<file path="src/rtl/systolic_ctrl.sv">
// Sequencer for one output-stationary pass of an N x N systolic array:
// clears accumulators, streams K SRAM beats with skewed lane valids, drains, then pulses done.
module systolic_ctrl #(
  parameter int DATAW      = 16,
  parameter int ARRAY_SIZE = 4,
  parameter int ADDR_W     = 16,
  parameter int KW         = 8
) (
  input  logic                  clk,
  input  logic                  rstn,
  input  logic                  tpu_start,
  input  logic [ADDR_W-1:0]     data_base,
  input  logic [ADDR_W-1:0]     weight_base,
  input  logic [KW-1:0]         k_len,
  output logic                  rd_req,
  input  logic                  rd_gnt,
  output logic [ADDR_W-1:0]     data_addr,
  output logic [ADDR_W-1:0]     weight_addr,
  output logic                  acc_clr,
  output logic                  systolic_en,
  output logic [ARRAY_SIZE-1:0] lane_valid,
  output logic                  busy,
  output logic                  done
);

  // state  | meaning
  // IDLE   | waiting for tpu_start
  // CLEAR  | one cycle of acc_clr
  // STREAM | requesting K beats from SRAM
  // DRAIN  | 2*N cycles letting the last partial products settle
  // DONE   | one-cycle done pulse
  typedef enum logic [2:0] {IDLE, CLEAR, STREAM, DRAIN, DONE} state_t;

  localparam int DW = $clog2(2 * ARRAY_SIZE);
  localparam logic [DW-1:0] DRAIN_LAST = DW'(2 * ARRAY_SIZE - 1);

  if (ARRAY_SIZE < 2 || DATAW < 1) begin : g_param_check
    $error("systolic_ctrl: ARRAY_SIZE must be >= 2 and DATAW >= 1");
  end

  state_t                  state;
  logic [ADDR_W-1:0]       d_base;
  logic [ADDR_W-1:0]       w_base;
  logic [KW-1:0]           k_q;
  logic [KW-1:0]           issued;
  logic [DW-1:0]           drain_cnt;
  logic [ARRAY_SIZE-1:0]   skew;
  logic                    beat;

  assign beat        = rd_req && rd_gnt;
  assign data_addr   = d_base + ADDR_W'(issued);
  assign weight_addr = w_base + ADDR_W'(issued);
  assign lane_valid  = skew;

  always_ff @(posedge clk or negedge rstn) begin
    if (!rstn) begin
      state       <= IDLE;
      d_base      <= '0;
      w_base      <= '0;
      k_q         <= '0;
      issued      <= '0;
      drain_cnt   <= '0;
      rd_req      <= 1'b0;
      acc_clr     <= 1'b0;
      systolic_en <= 1'b0;
      busy        <= 1'b0;
      done        <= 1'b0;
    end else begin
      acc_clr <= 1'b0;
      done    <= 1'b0;
      case (state)
        IDLE: begin
          if (tpu_start) begin
            state   <= CLEAR;
            d_base  <= data_base;
            w_base  <= weight_base;
            k_q     <= k_len;
            issued  <= '0;
            busy    <= 1'b1;
            acc_clr <= 1'b1;
          end
        end
        CLEAR: begin
          if (k_q != '0) begin
            state       <= STREAM;
            rd_req      <= 1'b1;
            systolic_en <= 1'b1;
          end else begin
            state <= DONE;
            done  <= 1'b1;
          end
        end
        STREAM: begin
          if (beat) begin
            issued <= issued + KW'(1);
            if (issued == k_q - KW'(1)) begin
              state     <= DRAIN;
              rd_req    <= 1'b0;
              drain_cnt <= DRAIN_LAST;
            end
          end
        end
        DRAIN: begin
          if (drain_cnt == '0) begin
            state       <= DONE;
            systolic_en <= 1'b0;
            done        <= 1'b1;
          end else begin
            drain_cnt <= drain_cnt - DW'(1);
          end
        end
        DONE: begin
          state <= IDLE;
          busy  <= 1'b0;
        end
        default: state <= IDLE;
      endcase
    end
  end

  // Lane 0 sees data one cycle after its grant (SRAM latency); later lanes are skewed by one each.
  always_ff @(posedge clk or negedge rstn) begin
    if (!rstn) begin
      skew <= '0;
    end else if (state == STREAM || state == DRAIN) begin
      skew <= {skew[ARRAY_SIZE-2:0], beat};
    end else begin
      skew <= '0;
    end
  end

endmodule

</file>
<file path="config.mk">
export PLATFORM = sky130hd
export DESIGN_NAME = systolic_ctrl
export DESIGN_NICKNAME = d
export VERILOG_FILES = /design/src/rtl/systolic_ctrl.sv
export SDC_FILE = /design/constraint.sdc
export NUM_CORES = 1
export LEC_CHECK = 0
export ABC_CLOCK_PERIOD_IN_PS = 2990
export CAP_MARGIN = 20
export CORE_ASPECT_RATIO = 1.75
export CORE_MARGIN = 2
export CORE_UTILIZATION = 30
export DETAILED_ROUTE_END_ITERATION = 7
export GPL_TIMING_DRIVEN = 0
export PLACE_DENSITY_LB_ADDON = 0.25
export SYNTH_ARGS = -nofsm -noshare
export SYNTH_HDL_FRONTEND = slang
export SYNTH_SLANG_ARGS = --single-unit
</file>
<file path="constraint.sdc">
create_clock -name clk -period 2.99 [get_ports clk]
set_input_delay 0.897 -clock clk [delete_from_list [all_inputs] [get_ports clk]]
set_output_delay 0.897 -clock clk [all_outputs]
set_load 0.03 [all_outputs]
</file>
==> impl_metrics.json <==
{
  "syn2layout_area_growth_pct": 47.5,
  "vias_per_cell": 4.97,
  "ys_warn_count": 0,
  "clock-root-buffer": "clkbuf_16",
  "cts_tree": "yes",
  "rr_worst_depth": 8,
  "fmax_ghz": 0.305,
  "skew_ns": 0.00819,
  "final-instance-count-excl-fill": 609,
  "crit_fanout": 4,
  "grt_use_total_pct": 15.9,
  "syn_area_um2": 3650,
  "synth_cells": 360,
  "dominantRegCellSynth": "dfrtp_1",
  "failed_checks": "negative setup slack",
  "switchingPower_w": 0.00270,
  "maxSlewHeadroom_pct": 43.6,
  "mostFrequentLayoutCells": "dfrtp_1, clkdlybuf4s50_1, mux2_2",
  "hp-start": "lane_valid[0]$_DFF_PN0_",
  "drive_gt1_share_pct": 32.0,
  "p_leak_nw": 2.30,
  "setup_violations": 21,
  "outcome": "finished, violations left",
  "design_area_um2": 5390,
  "ff_latch_area_um2": 1590,
  "rsz0062_at_grt": "true",
  "antenna_found_initial": 0,
  "p_clk_share_pct": 17.6,
  "fin_crit_sh_pct": 110,
  "power.total_w": 0.00628,
  "setup_ws_ns": -0.290,
  "core_area_um2": 11900,
  "crit_path_start_kind": "flop",
  "port-buffer-count": 84,
  "cts_buffers": 9,
  "critPathRequiredTime_ns": 2.09,
  "crit_path_end_kind": "primary output",
  "grt_pass1_vias": 3257,
  "ys_seq_elements": 63,
  "diodes": 0,
  "ant_nets": 0,
  "ys_types": 46,
  "hold_viol_final": 0,
  "dieArea_um2": 13100,
  "hold_path_end": "lane_valid[1]$_DFF_PN0_",
  "drt-total-wl_um": 9790,
  "fill_cells": 1152,
  "seqPwrFrac_pct": 26.0,
  "drc": 0,
  "dp_cells": 581,
  "layout_commonest_cell": "dfrtp_1",
  "finalSetupTns_ns": -3.72,
  "gr-total-overflow": 0,
  "holdPathStages": 1,
  "wire_per_inst_um": 16.1,
  "syn_nets": 426,
  "place_area_um2": 4710,
  "fin_nets": 533,
  "dieHeight_um": 150,
  "syn_area_per_cell_um2": 10.2,
  "clk_latency_ns": 0.33,
  "cts_sinks": 63,
  "h-tree-depth": 3,
  "dr.pass1.iters": 6,
  "r2r-end": "drain_cnt[1]$_DFFE_PN0P_",
  "die-width_um": 87.4,
  "cts_buffer_depth": 2,
  "routabilityCongestion": 0.797,
  "max_cap_viol_count": 0,
  "grt_pass1_wl_um": 15800,
  "ir_drop_mv": 1.15,
  "worstMarginPinSlew_ns": 0.847,
  "start_util_pct": 30.6,
  "intPower_w": 0.00358,
  "num_rows": 53,
  "holdBufCountCts": 0,
  "utilization_pct": 45.2,
  "grt_max_degree": 64,
  "pwr-share-comb_pct": 56.4,
  "rr_startpoint": "k_q[0]$_DFFE_PN0P_",
  "place_hpwl_um": 7090,
  "pin_count": 85,
  "hold_class": "flop to flop",
  "setup.worst_path.class": "flop to primary output",
  "multi_input_area_um2": 2310,
  "min_period_ns": 3.28,
  "swShare_pct": 43.0,
  "synthArstFlopShare_pct": 100,
  "power_density_nw_per_um2": 1170,
  "clk_pin_slew_ns": 0.06,
  "drv_slew": 0,
  "drt_iter0_drc": 115,
  "vias": 3026,
  "yosysSeqAreaShare_pct": 43.1,
  "arrival_ns": 2.38,
  "r2r_slack_ns": 0.53,
  "synth-edff-count": 0
}
## registers in the layout, indices dropped and copies added, names as in the netlist
register	count
d_base	16
lane_valid	4
acc_clr	1
systolic_en	1
state	3
busy	1
issued	8
rd_req	1
done	1
k_q	8
drain_cnt	3
w_base	16
## stage by stage
stage               worst slack (ns)  hold WS, ns
floorplan                    0.00362        0.471
global placement               -1.24        0.467
detailed placement            -0.832        0.477
CTS                           -0.291        0.489
global route                  -0.387        0.509
finish                        -0.290        0.483
## cells by family after synthesis
group,after synthesis,share of synthesized area (%)
AOI/OAI and AO/OA,55,9.17
and+or+nand+nor,124,17.0
adders and majority gates,22,7.94
muxes,35,10.7
DFF,63,43.1
buffers and inverters,24,2.57
xor gates and xnor gates,37,9.38
## worst max-delay path, cell delays in order, from the launching register on
cell and delay (ns):
dfrtp_2 0.45, ha_4 0.16, inv_2 0.04, fa_2 0.36, nor2b_2 0.14, o21ai_2 0.08
a21oi_2 0.24, o21ai_4 0.13, nor2_2 0.14, xor2_2 0.16, buf_6 0.15
## layer usage
layer  global-route usage, %  vias up  part of all wire [%]
met1                    17.5     1488                    39
met3                    3.20       15                   3.5
met5                       0        -                     0
met4                    7.31        0                   2.3
met2                    28.4       66                    55
li1                        -     1457                     -
## power groups by stage
stage / registers (W) / clock network [W] / logic (W)
2_1_floorplan: 0.00159 / 0 / 0.00212
5_1_grt: 0.00170 / 0.00118 / 0.00382
3_3_place_gp: 0.00160 / 0 / 0.00323
3_5_place_dp: 0.00162 / 0 / 0.00327
6_report: 0.00163 / 0.00111 / 0.00354
4_1_cts: 0.00162 / 0.00114 / 0.00340
## cell type report
type | count | share of cell area, %
inverter | 17 | 1.18
sequential | 63 | 29.4
buffer | 7 | 0.557
clock inverter | 4 | 0.975
clock buffer | 12 | 4.94
timing repair buffer | 96 | 16.9
tap | 137 | 3.18
multi-input combinational | 273 | 42.8
## cell usage after synthesis, drive strengths merged, types with 3 or more instances
library cell	instances	share of area (%)
nor2b	10	1.7
buf	3	0.41
or3	6	1.0
nor3	7	1.1
and2	4	0.68
dfrtp	63	43
nor3b	4	0.82
nand2	33	3.4
xor2	22	5.3
xnor2	15	4.1
a211oi	3	0.75
nand2b	9	1.5
nand4	4	0.68
mux2	34	10
o21ai	25	3.5
ha	20	6.8
nor2	34	3.5
a21oi	13	1.8
inv	17	1.7
and3	5	0.86
clkbuf	4	0.41
## how the worst max path moves through the flow
stage | startpoint | end | slack (ns) | cells past startpoint
after floorplan | issued[1]$_DFFE_PN0P_ | data_addr[15] | 0.004 | 7
after global placement | rstn | w_base[12]$_DFFE_PN0P_ | -1.24 | 1
after detailed placement | issued[0]$_DFFE_PN0P_ | weight_addr[14] | -0.83 | 10
after CTS | issued[0]$_DFFE_PN0P_ | weight_addr[10] | -0.29 | 10
after global routing | issued[0]$_DFFE_PN0P_ | data_addr[14] | -0.39 | 10
final | issued[0]$_DFFE_PN0P_ | data_addr[14] | -0.29 | 10
## timing repair
action,4_1_cts,5_1_grt
gates resized for setup,208,30
endpoints found under the setup margin,30,25
buffers inserted,8,5
pin swaps,27,16
Power figures use the tool's default switching activity.
